`src/rtl/text_pkg.sv`:
```
// Shared glyph codes, 8x16 font bitmap and start-screen message for the text overlay.
// Font rows are declared [0:7] so that index 0 is the leftmost pixel of a row.
package text_pkg;

    typedef enum logic [3:0] {
        GLY_SPACE = 4'd0,
        GLY_A     = 4'd1,
        GLY_E     = 4'd2,
        GLY_N     = 4'd3,
        GLY_O     = 4'd4,
        GLY_P     = 4'd5,
        GLY_R     = 4'd6,
        GLY_S     = 4'd7,
        GLY_T     = 4'd8
    } glyph_t;

    typedef enum logic [1:0] {
        MODE_STEADY     = 2'd0,
        MODE_BLINK      = 2'd1,
        MODE_TYPE       = 2'd2,
        MODE_STEADY_ALT = 2'd3
    } mode_t;

    typedef logic [0:7] font_row_t;

    // Codes 9..15 are spares and stay blank.
    localparam font_row_t FONT [16][16] = '{
        '{default: 8'h00},
        '{8'h00, 8'h00, 8'h10, 8'h38, 8'h6C, 8'hC6, 8'hC6, 8'hFE, 8'hC6, 8'hC6, 8'hC6, 8'hC6, 8'hC6, 8'hC6, 8'h00, 8'h00},
        '{8'h00, 8'h00, 8'hFE, 8'hC0, 8'hC0, 8'hC0, 8'hC0, 8'hFC, 8'hC0, 8'hC0, 8'hC0, 8'hC0, 8'hC0, 8'hFE, 8'h00, 8'h00},
        '{8'h00, 8'h00, 8'hC6, 8'hE6, 8'hE6, 8'hF6, 8'hF6, 8'hDE, 8'hDE, 8'hCE, 8'hCE, 8'hC6, 8'hC6, 8'hC6, 8'h00, 8'h00},
        '{8'h00, 8'h00, 8'h7C, 8'hC6, 8'hC6, 8'hC6, 8'hC6, 8'hC6, 8'hC6, 8'hC6, 8'hC6, 8'hC6, 8'hC6, 8'h7C, 8'h00, 8'h00},
        '{8'h00, 8'h00, 8'hFC, 8'hC6, 8'hC6, 8'hC6, 8'hC6, 8'hFC, 8'hC0, 8'hC0, 8'hC0, 8'hC0, 8'hC0, 8'hC0, 8'h00, 8'h00},
        '{8'h00, 8'h00, 8'hFC, 8'hC6, 8'hC6, 8'hC6, 8'hC6, 8'hFC, 8'hD8, 8'hCC, 8'hCC, 8'hC6, 8'hC6, 8'hC6, 8'h00, 8'h00},
        '{8'h00, 8'h00, 8'h7C, 8'hC6, 8'hC0, 8'hC0, 8'h60, 8'h38, 8'h0C, 8'h06, 8'h06, 8'h06, 8'hC6, 8'h7C, 8'h00, 8'h00},
        '{8'h00, 8'h00, 8'hFE, 8'h10, 8'h10, 8'h10, 8'h10, 8'h10, 8'h10, 8'h10, 8'h10, 8'h10, 8'h10, 8'h10, 8'h00, 8'h00},
        '{default: 8'h00},
        '{default: 8'h00},
        '{default: 8'h00},
        '{default: 8'h00},
        '{default: 8'h00},
        '{default: 8'h00},
        '{default: 8'h00}
    };

    localparam int MSG_LEN = 20;

    // "PRESS ENTER TO START"
    localparam glyph_t DEFAULT_MSG [MSG_LEN] = '{
        GLY_P, GLY_R, GLY_E, GLY_S, GLY_S, GLY_SPACE,
        GLY_E, GLY_N, GLY_T, GLY_E, GLY_R, GLY_SPACE,
        GLY_T, GLY_O, GLY_SPACE,
        GLY_S, GLY_T, GLY_A, GLY_R, GLY_T
    };

    function automatic glyph_t init_glyph(input int idx);
        if (idx < MSG_LEN) begin
            return DEFAULT_MSG[idx];
        end
        return GLY_SPACE;
    endfunction

    function automatic logic font_pixel(input logic [3:0] code, input logic [3:0] gy,
                                        input logic [2:0] gx);
        return FONT[code][gy][gx];
    endfunction

endpackage

```
`src/rtl/text_anim_ctrl.sv`:
```
// Frame-rate animation state for the text overlay: blink phase and typewriter reveal count.
// Any mode change, or enable low, restarts the animation on the next clock.
module text_anim_ctrl
    import text_pkg::*;
#(
    parameter int COLS          = 20,
    parameter int BLINK_FRAMES  = 30,
    parameter int REVEAL_FRAMES = 4,
    localparam int RW = $clog2(COLS + 1)
) (
    input  logic          clk,
    input  logic          srst,
    input  logic          enable,
    input  logic [1:0]    mode,
    input  logic          frame_start,
    output logic          phase_on,
    output logic [RW-1:0] reveal_cnt,
    output logic          reveal_done
);

    localparam int BW = $clog2(BLINK_FRAMES + 1);
    localparam int FW = $clog2(REVEAL_FRAMES + 1);

    logic [1:0]    mode_reg;
    logic [BW-1:0] blink_cnt_reg, blink_cnt_next;
    logic          phase_on_reg, phase_on_next;
    logic [FW-1:0] frame_cnt_reg, frame_cnt_next;
    logic [RW-1:0] reveal_cnt_reg, reveal_cnt_next;
    logic          reveal_done_reg, reveal_done_next;
    logic          restart;

    assign restart = !enable || (mode != mode_reg);

    always_comb begin
        blink_cnt_next  = blink_cnt_reg;
        phase_on_next   = phase_on_reg;
        frame_cnt_next  = frame_cnt_reg;
        reveal_cnt_next = reveal_cnt_reg;
        if (restart) begin
            // A frame_start coinciding with the restart is deliberately dropped.
            blink_cnt_next  = '0;
            phase_on_next   = 1'b1;
            frame_cnt_next  = '0;
            reveal_cnt_next = '0;
        end else if (frame_start) begin
            if (mode == MODE_BLINK) begin
                if (blink_cnt_reg == BW'(BLINK_FRAMES - 1)) begin
                    blink_cnt_next = '0;
                    phase_on_next  = !phase_on_reg;
                end else begin
                    blink_cnt_next = blink_cnt_reg + 1'b1;
                end
            end
            if (mode == MODE_TYPE) begin
                if (frame_cnt_reg == FW'(REVEAL_FRAMES - 1)) begin
                    frame_cnt_next = '0;
                    if (reveal_cnt_reg < RW'(COLS)) begin
                        reveal_cnt_next = reveal_cnt_reg + 1'b1;
                    end
                end else begin
                    frame_cnt_next = frame_cnt_reg + 1'b1;
                end
            end
        end
        reveal_done_next = (reveal_cnt_next == RW'(COLS));
    end

    always_ff @(posedge clk) begin
        if (srst) begin
            mode_reg        <= MODE_STEADY;
            blink_cnt_reg   <= '0;
            phase_on_reg    <= 1'b1;
            frame_cnt_reg   <= '0;
            reveal_cnt_reg  <= '0;
            reveal_done_reg <= 1'b0;
        end else begin
            mode_reg        <= mode;
            blink_cnt_reg   <= blink_cnt_next;
            phase_on_reg    <= phase_on_next;
            frame_cnt_reg   <= frame_cnt_next;
            reveal_cnt_reg  <= reveal_cnt_next;
            reveal_done_reg <= reveal_done_next;
        end
    end

    assign phase_on    = phase_on_reg;
    assign reveal_cnt  = reveal_cnt_reg;
    assign reveal_done = reveal_done_reg;

endmodule

```
`src/rtl/text_overlay_engine.sv`:
```
// Single-line text overlay: writable glyph buffer, 8x16 font lookup with integer scaling,
// two-stage pipeline from DrawX/DrawY to the registered text_active mask.
module text_overlay_engine
    import text_pkg::*;
#(
    parameter int COLS          = 20,
    parameter int X0            = 244,
    parameter int Y0            = 360,
    parameter int SCALE_LOG2    = 0,
    parameter int BLINK_FRAMES  = 30,
    parameter int REVEAL_FRAMES = 4,
    localparam int CW = (COLS > 1) ? $clog2(COLS) : 1
) (
    input  logic          CLK,
    input  logic          RESET,
    input  logic [9:0]    DrawX,
    input  logic [9:0]    DrawY,
    input  logic          frame_start,
    input  logic          enable,
    input  logic [1:0]    mode,
    input  logic          wr_en,
    input  logic [CW-1:0] wr_addr,
    input  logic [3:0]    wr_char,
    output logic          text_active,
    output logic          reveal_done
);

    localparam int RW    = $clog2(COLS + 1);
    localparam int BOX_W = (COLS * 8) << SCALE_LOG2;
    localparam int BOX_H = 16 << SCALE_LOG2;

    localparam logic [10:0] X_ORG = 11'(X0);
    localparam logic [10:0] Y_ORG = 11'(Y0);
    localparam logic [10:0] W_LIM = 11'(BOX_W);
    localparam logic [10:0] H_LIM = 11'(BOX_H);

    // ---------------- character buffer ----------------
    logic [3:0] char_buf [COLS];

    generate
        for (genvar gi = 0; gi < COLS; gi++) begin : g_buf
            localparam logic [3:0] INIT_CODE = init_glyph(gi);
            logic [3:0] glyph_reg;

            always_ff @(posedge CLK) begin
                if (RESET) begin
                    glyph_reg <= INIT_CODE;
                end else if (wr_en && (wr_addr == CW'(gi))) begin
                    glyph_reg <= wr_char;
                end
            end

            assign char_buf[gi] = glyph_reg;
        end
    endgenerate

    // ---------------- animation control ----------------
    logic          phase_on;
    logic [RW-1:0] reveal_cnt;

    text_anim_ctrl #(
        .COLS          (COLS),
        .BLINK_FRAMES  (BLINK_FRAMES),
        .REVEAL_FRAMES (REVEAL_FRAMES)
    ) u_anim (
        .clk         (CLK),
        .srst        (RESET),
        .enable      (enable),
        .mode        (mode),
        .frame_start (frame_start),
        .phase_on    (phase_on),
        .reveal_cnt  (reveal_cnt),
        .reveal_done (reveal_done)
    );

    // ---------------- stage 1: box decode and buffer read ----------------
    logic [10:0] x_ext, y_ext, dx, dy, col_w;
    logic        inside_next, vis_next;
    logic [2:0]  gx_next;
    logic [3:0]  gy_next;
    logic [3:0]  code_next;

    assign x_ext = {1'b0, DrawX};
    assign y_ext = {1'b0, DrawY};
    assign dx    = x_ext - X_ORG;
    assign dy    = y_ext - Y_ORG;
    assign col_w = dx >> (3 + SCALE_LOG2);

    // dx/dy wrap to large values left of / above the box, hence the explicit origin tests.
    assign inside_next = enable && (x_ext >= X_ORG) && (dx < W_LIM)
                                && (y_ext >= Y_ORG) && (dy < H_LIM);
    assign gx_next     = dx[SCALE_LOG2 +: 3];
    assign gy_next     = dy[SCALE_LOG2 +: 4];
    assign code_next   = (col_w < 11'(COLS)) ? char_buf[col_w[CW-1:0]] : GLY_SPACE;

    always_comb begin
        vis_next = 1'b1;
        case (mode)
            MODE_BLINK: vis_next = phase_on;
            MODE_TYPE:  vis_next = (col_w < 11'(reveal_cnt));
            default:    vis_next = 1'b1;
        endcase
    end

    logic       inside_reg, vis_reg;
    logic [2:0] gx_reg;
    logic [3:0] gy_reg;
    logic [3:0] code_reg;

    always_ff @(posedge CLK) begin
        if (RESET) begin
            inside_reg <= 1'b0;
            vis_reg    <= 1'b0;
            gx_reg     <= '0;
            gy_reg     <= '0;
            code_reg   <= GLY_SPACE;
        end else begin
            inside_reg <= inside_next;
            vis_reg    <= vis_next;
            gx_reg     <= gx_next;
            gy_reg     <= gy_next;
            code_reg   <= code_next;
        end
    end

    // ---------------- stage 2: font lookup ----------------
    logic text_active_reg;

    always_ff @(posedge CLK) begin
        if (RESET) begin
            text_active_reg <= 1'b0;
        end else begin
            text_active_reg <= inside_reg && vis_reg && font_pixel(code_reg, gy_reg, gx_reg);
        end
    end

    assign text_active = text_active_reg;

endmodule

```
`config.mk`:
```
export PLATFORM = sky130hd
export DESIGN_NAME = text_overlay_engine
export DESIGN_NICKNAME = d
export VERILOG_FILES = /design/src/rtl/text_pkg.sv /design/src/rtl/text_anim_ctrl.sv /design/src/rtl/text_overlay_engine.sv
export SDC_FILE = /design/constraint.sdc
export NUM_CORES = 1
export LEC_CHECK = 0
export ABC_AREA = 1
export BUFFER_PORTS_ARGS = -buffer_cell sky130_fd_sc_hd__buf_2
export CAP_MARGIN = 20
export CORE_MARGIN = 4
export CORE_UTILIZATION = 46
export DETAILED_ROUTE_END_ITERATION = 6
export PLACE_DENSITY_LB_ADDON = 0.25
export SYNTH_ARGS = -nofsm -noshare
export SYNTH_HDL_FRONTEND = slang
export SYNTH_HIERARCHICAL = 1
export SYNTH_SLANG_ARGS = --single-unit
```
`constraint.sdc`:
```
create_clock -name CLK -period 2.6 [get_ports CLK]
set_input_delay 0.26 -clock CLK [delete_from_list [all_inputs] [get_ports CLK]]
set_output_delay 0.26 -clock CLK [all_outputs]
set_load 0.02 [all_outputs]
```
==> summary.md, run 1 <==
| Metric | Value |
|---|---|
| Sw power | 1.088 mW |
| CP max FO | 11 |
| Max_cap viols | 0 |
| Reg2reg setup slack | 680 ps |
| Slew Limit Fails | 0 |
| Initial DRC count | a little under 500 |
| Post-Route WL | between 15 and 20 mm |
| Later-pin clock latency in the skew report | approximately 360 ps |
| Antenna fix cells | 0 |
| Core area | between 10,000 and 15,000 um2 |
| Met1 usage | 0.2813 |
| Switching Fraction | 0.2892 |
| CTS resizes | 0 |
| DR WL/cell | 13.35 um |
| FF+latch count, synth | 111 |
| Status | finished, final reports clean |
| Synthesized area | roughly 6300 um2 |
| Largest family of logic cells by synthesized area | simple AND/OR/NAND/NOR gates |
| Mapped Nets | 1,022 |
| Clock transition at the registers of the reported paths | 70 ps |
| Post-synthesis async set-or-reset flop share | 0 |
| Vias in the first global route | 5,433 |
| H-tree levels | 3 |
| Synthesis-to-finish area growth | 9.963% |
| Crit share post-route | 0.7386 |
| Register area | about 2200 um2 |
| Worst Tran Pin Value | 675.9 ps |
| Ranking of synthesized cells by area | dfxtp_1, nand2_1, inv_1 |
| Chip Height | 125.4 um |
| Drt pass-1 iters | 5 |
| Most frequent cell after synthesis | nand2_1 |
| Post-CTS Setup Bufs | 0 |
| Peak supply drop | approximately 0.00034 V |
| Number of synthesized flops with an enable pin | 0 |
| Sequential Power Share | 0.465 |
| Gr usage total | 0.2004 |
| Max Fclk | 520.7 MHz |
| Final Hold Vio Count | 0 |
| CTS tree | built |
| Chip Width | about 130 um |
| Adder-cell share of the synthesized area | 0.03946 |
| Clock skew | roughly 8.5 ps |
| DRC violations left | 0 |
| Overall power | 3.764 mW |
| Kind of critical path | flip-flop to flip-flop |
| Yosys warns | 6 |
| Grt peak-use layer | met2 |
| Site Rows | between 40 and 50 |
| HPWL after DPL | 11.30 mm |
| Post-route setup TNS | 0 ps |
| Vias per cell | 5.153 |
| Startpoint class of the critical path | flip-flop |
| Met2 usage | 0.3166 |
| Share of cells above drive strength 1 | 0.1065 |
| Post-layout min period | 1920 ps |
| First-pass GRT wire length | about 26 mm |
| Synth Area per Inst | 6.566 um2 |
| Most used flip-flop cell after synthesis | dfxtp_1 |
| Clock root buffer | clkbuf_16 |
| Post-synth top area share | 0.3504 |
| RSZ-0062 raised after global routing | no |
| Yosys top cell by area | dfxtp_1 |
| Clock buffer depth | 2 |
| Hold crit path type | input port to flip-flop |
| GRT overflow | 0 |
| Initial Util | 0.4752 |
| Required time worst endpoint | between 2000 and 3000 ps |
| Layout filler cell count | 1,397 |
| P per Cell Area | about 540 nW/um2 |
| Synth cell types | 36 |
| ANT nets after route | 0 |
| Most instantiated cells after synthesis | nand2_1, inv_1, dfxtp_1, nor2_1, o21ai_0 |
| Post-Synth XOR/XNOR Area | 0.01558 |
| Synth Area in Compound Gates | 0.1785 |
| Met3 usage | 0.03838 |
| Max reg flops | 80 |
| Leakage | between 3 and 4 nW |
| Int Power | 2.675 mW |
| Simple-gate share of the synthesized area | 0.3042 |
| Largest net degree at the start of global routing | 73 |
| Post-synthesis sequential area ratio | 0.3504 |
| Multiplexer share of the synthesized area | 0.006313 |
| CTS Buf Count | 9 |
| CTS sink count | between 100 and 150 |
| Net count, final | 1,046 |
| Multi-input gate area | around 3500 um2 |
| Crit. End Element | flip-flop |
| CTS hold repair buffers | 0 |
| Worst relative slew slack | 0.5494 |
| Die area | 15,730 um2 |
| Clk pwr share | 0.389 |
| Setup violators final | 0 |
| I/O pins | 38 |
| Combinational share of power | 0.146 |
| DR vias | 6,034 |
| CP arrival | 2220 ps |
| Port bufs | 37 |
| Antenna violations before repair | 0 |
| Post-Syn Instances | 966 |
| Gpl congestion | 0.9349 |
==> per-stage QoR <==
step	setup WS [ps]	instances	hold slack (ps)	utilization	cell area [um2]
after floorplan	834.9	966	331.9	-	6342
after global placement	529.7	1155	435.5	0.4986	6655
after detailed placement	487.9	1155	437.4	0.4986	6655
after CTS	695.8	1171	76.19	0.5225	6974
after global routing	483.9	1171	94.89	0.5225	6974
final	679.7	1171	85.87	0.5225	6974
==> path summary, 6_finish.rpt <==
kind	end	from	cells after the start
worst max-delay path	text_active	gy_reg[1]	14
worst min-delay path	gy_reg[3]	DrawY[3]	2
worst max register to register	text_active	gy_reg[1]	14
worst min register to register	u_anim/frame_cnt_reg[2]	u_anim/frame_cnt_reg[2]	2
==> worst max-delay path, cell delays in order, from the launching register on <==
cell and delay, ps:
dfxtp_1 650, inv_1 210, nand2_1 170, nand2_1 140
nand2_1 100, nand2_1 50, inv_1 40, nand2_1 60
nand3_1 70, nand3_1 100, nand2_1 70, inv_1 30
nand2_1 50, nand2_1 40, nor2_1 70
==> power by group through the flow <==
stage | Clock, mW | Sequential, mW | Combinational [mW]
2_1_floorplan | 0 | 1.78 | 0.400
3_3_place_gp | 0 | 1.79 | 0.542
3_5_place_dp | 0 | 1.79 | 0.545
4_1_cts | 1.50 | 1.75 | 0.548
5_1_grt | 1.56 | 1.75 | 0.624
6_report | 1.47 | 1.75 | 0.548
==> cell type report <==
type                            instances  share of cell area
Multi-Input combinational cell        688              0.4952
Sequential cell                       111              0.3186
Inverter                              133             0.07158
Timing Repair Buffer                   47             0.03732
Clock buffer                            9             0.03229
Tap cell                              176             0.03158
Clock inverter                          7             0.01346
==> kinds of logic after synthesis <==
logic type               Yosys count
flip-flops                       111
buffers and inverters            167
AND/OR/NAND/NOR                  456
multiplexers                       4
adder cells (fa/ha/maj)           20
AO/OA/AOI/OAI                    201
XOR/XNOR                           7
==> routing by layer <==
| metal | wire, um | part of all wire |
|---|---|---|
| met1 | 7561 | 0.48 |
| met2 | 7063 | 0.45 |
| met3 | 824 | 0.053 |
| met4 | 180 | 0.012 |
| met5 | 0 | 0 |
==> layout by cell type, fill, tap and decap left out, types with 2 or more instances in the layout <==
cell type  instances
inv_2              8
a21oi_2            5
mux2i_1            4
nand4_1           12
nor2_1            87
clkbuf_16          9
xor2_1             4
nand2_2           11
o21ai_1            2
clkinv_1           4
o21ai_0           83
ha_1              19
o21ai_2            2
or2_2              3
nor2_4             4
clkinv_8           2
buf_2             37
a31oi_1            7
inv_1            121
nand2_1          255
nor3_1             2
xor2_4             2
dfxtp_1          111
buf_4             10
o211ai_1          28
a21oi_1           70
nand3_1           75
nand3_2            2
nor2_2             3
inv_6              2
Note: power is estimated with default switching activity, not from simulation.
==> inputs of run 2 (changes only) <==
- clock period: 2.6 -> 1.55 ns (I/O delays scaled with it)
==> run 2 against run 1 <==
  * The flow now finishes with violations (setup timing)
  * Combinational power increased by 110%
  * Count of clock-buffer cells in the layout increased by 2
  * Via count increased by 4.6%
  * Core utilization increased by 4.2 points
  * Clock skew increased by 0.83 ps
  * Fmax increased by 11%
  * Sequential cell count unchanged
  * Worst setup slack got worse by 850 ps
  * Register-to-register slack got worse by 850 ps
  * Critical endpoint unchanged
  * Largest cell class unchanged
  * Largest power group unchanged
==> summary.md, run 2 (synthesized netlist as in run 1, its figures left out) <==
| Metric | Value |
|---|---|
| Net count, final | 1,101 (+5.3%) |
| Sw power | 1.826 mW (+68%) |
| Kind of critical path | flip-flop to flip-flop |
| Core Util, Final | 0.5644 (+0.04190) |
| Sequential Power Share | 0.462 (-0.003) |
| Chip Width | 125.4 um (unchanged) |
| Max Fclk | 580.2 MHz (+11%) |
| Synthesis-to-finish area growth | 18.78% |
| Worst relative slew slack | 0.6626 (+0.1132) |
| Crit path cell chain | clkinvlp_4 > ha_4 > nand2_2 > nand2_1 > nor2_2 > a21oi_1 > nand2_1 > nand2_1 > a21oi_1 > nand2_1 > nand2_1 > nand2_1 > nor2_1 |
| CTS sink count | 111 (unchanged) |
| Final Hold Vio Count | 0 (unchanged) |
| Vias in the first global route | 5,767 (+6.1%) |
| RSZ-0062 raised after global routing | yes |
| DR WL/cell | 13.42 um (+0.51%) |
| Worst Hold Slack | 15.02 ps (-70.85 ps) |
| Chip Height | 125.4 um (unchanged) |
| Initial DRC count | 460 (-6.1%) |
| Clock root buffer | clkbuf_16 |
| Worst path max stage delay | 360 ps (-290 ps) |
| I/O pins | 38 (unchanged) |
| Clk pwr share | 0.360 (-0.029) |
| Worst Path Buf+Inv | 1 (-2) |
| Clock buffer depth | 2 (unchanged) |
| Overall power | 6.324 mW (+68%) |
| Site Rows | 42 (unchanged) |
| WP depth | 13 (-1) |
| Post-Route WL | 16.45 mm (+5.2%) |
| Crit. End Element | flip-flop |
| Worst Tran Pin Value | 506.1 ps (-169.8 ps) |
| CTS tree | built |
| Largest net degree at the start of global routing | 73 (unchanged) |
| Share of cells above drive strength 1 | 0.1752 (+0.06871) |
| Combinational share of power | 0.178 (+0.032) |
| R2R Path End | text_active |
| Failing checks | setup timing |
| First-pass GRT wire length | 27.92 mm (+5.7%) |
| HPWL after DPL | 12.01 mm (+6.2%) |
| Slowest cell on crit path | dfxtp_4 |
| Max reg flops | 80 (unchanged) |
| Int Power | 4.497 mW (+68%) |
| CP arrival | 2010 ps (-210 ps) |
| Max_cap viols | 0 (unchanged) |
| Port bufs | 37 (unchanged) |
| Commonest cells after routing, fill and taps aside | nand2_1, inv_1, dfxtp_1, nor2_1, o21ai_0 |
| Switching Fraction | 0.2888 (-0.0003950) |
| Worst reg-to-reg path cell count | 13 (-1) |
| Drt pass-1 iters | 5 (unchanged) |
| Status | finished, violations left |
| Antenna violations before repair | 0 (unchanged) |
| GRT overflow | 0 (unchanged) |
| Critical R2R Launch | code_reg[1] |
| H-tree levels | 3 (unchanged) |
| Crit path from | code_reg[1] |
| Top cell by count, worst path | nand2_1 |
| Hold crit path type | input port to flip-flop |
| Core area | 13,350 um2 (unchanged) |
| Gpl congestion | 0.9831 (+5.2%) |
| DR vias | 6,310 (+4.6%) |
| DRC violations left | 0 (unchanged) |
| Gr usage total | 0.2109 (+0.01051) |
| Initial Util | 0.4752 (unchanged) |
| Later-pin clock latency in the skew report | 350 ps (about the same) |
| Setup violators final | 1 (+1) |
| P per Cell Area | 839.4 nW/um2 (+56%) |
| Slew Limit Fails | 0 (unchanged) |
| Leakage | 3.463 nW (+8.7%) |
| Crit share post-route | 1.112 (+0.3735) |
| Final WS setup | -173.7 ps (-853.4 ps) |
| ANT nets after route | 0 (unchanged) |
| Pre-CTS setup slack | -201.2 ps (-689.1 ps) |
| Post-layout min period | 1724 ps (-196.6 ps) |
| Reg2reg setup slack | -170 ps (-850 ps) |
| Most common cell after layout, fill and taps aside | nand2_1 |
| Die area | 15,730 um2 (unchanged) |
| Startpoint class of the critical path | flip-flop |
| Largest delay share family, worst path | simple AND/OR/NAND/NOR gates |
| Vias per cell | 5.147 (-0.12%) |
| Clock transition at the registers of the reported paths | 80 ps (about the same) |
| CP max FO | 5 (-6) |
| Critical Path Sink | text_active |
| Required time worst endpoint | 1830 ps (-1070 ps) |
| Peak supply drop | 0.0006440 V (+90%) |
| Clock skew | 9.360 ps (+0.8349 ps) |
| Antenna fix cells | 0 (unchanged) |
| CTS Buf Count | 9 (unchanged) |
## run 2: power by group through the flow
stage	sequential, mW	combinational (mW)	clock, mW
floorplan	2.98	0.690	0
global placement	2.99	1.09	0
global route	2.93	1.25	2.47
detailed placement	2.99	1.09	0
CTS	2.92	1.11	2.34
finish	2.92	1.13	2.28
## run 2: worst min path at each step
stage                         from                  to  slack, ps  cells after the start
after floorplan              RESET  u_anim/mode_reg[0]        230                      1
after global placement    DrawY[3]           gy_reg[3]        350                      2
after detailed placement  DrawY[3]           gy_reg[3]        360                      2
after CTS                 DrawY[0]           gy_reg[0]          5                      3
after global routing      DrawY[0]           gy_reg[0]         10                      3
final                     DrawY[0]           gy_reg[0]         20                      3
## run 2: final cells by class
type / instances / area, um2
Clock buffer: 11 / 242.7
Multi-Input combinational cell: 688 / 3546
Clock inverter: 5 / 52.55
Fill cell: 1334 / 5814
Tap cell: 176 / 220.2
Sequential cell: 111 / 2227
Timing Repair Buffer: 102 / 738.2
Inverter: 133 / 506.7
## run 2: per-stage QoR
stage	std cells	TNS, ps	area (um2)
global placement	1208	-832.9	7154
detailed placement	1208	-861.6	7154
floorplan	966	0	6392
CTS	1226	-146.8	7501
finish	1226	-173.7	7533
global route	1226	-348.9	7533
## run 2: tightest hold or removal path, delay by kind of cell
kind | cells | cell delay, ps
buffers and inverters | 2 | 100
AND/OR/NAND/NOR | 1 | 70
## run 2: what timing repair did
action                                  in CTS  in global routing
gates resized for setup                     10                 10
hold buffers                                 1                  0
buffers inserted                             1                  0
endpoints found under the setup margin       1                  2
pin swaps                                    0                  2
hold endpoints to repair                     1                  0
## run 2: routing by layer
metal	GRT usage	vias up	part of all wire
met5	0	-	0
met4	0.04911	0	0.017
met3	0.03198	30	0.048
met2	0.3508	170	0.46
met1	0.2892	2827	0.47
li1	-	3283	-
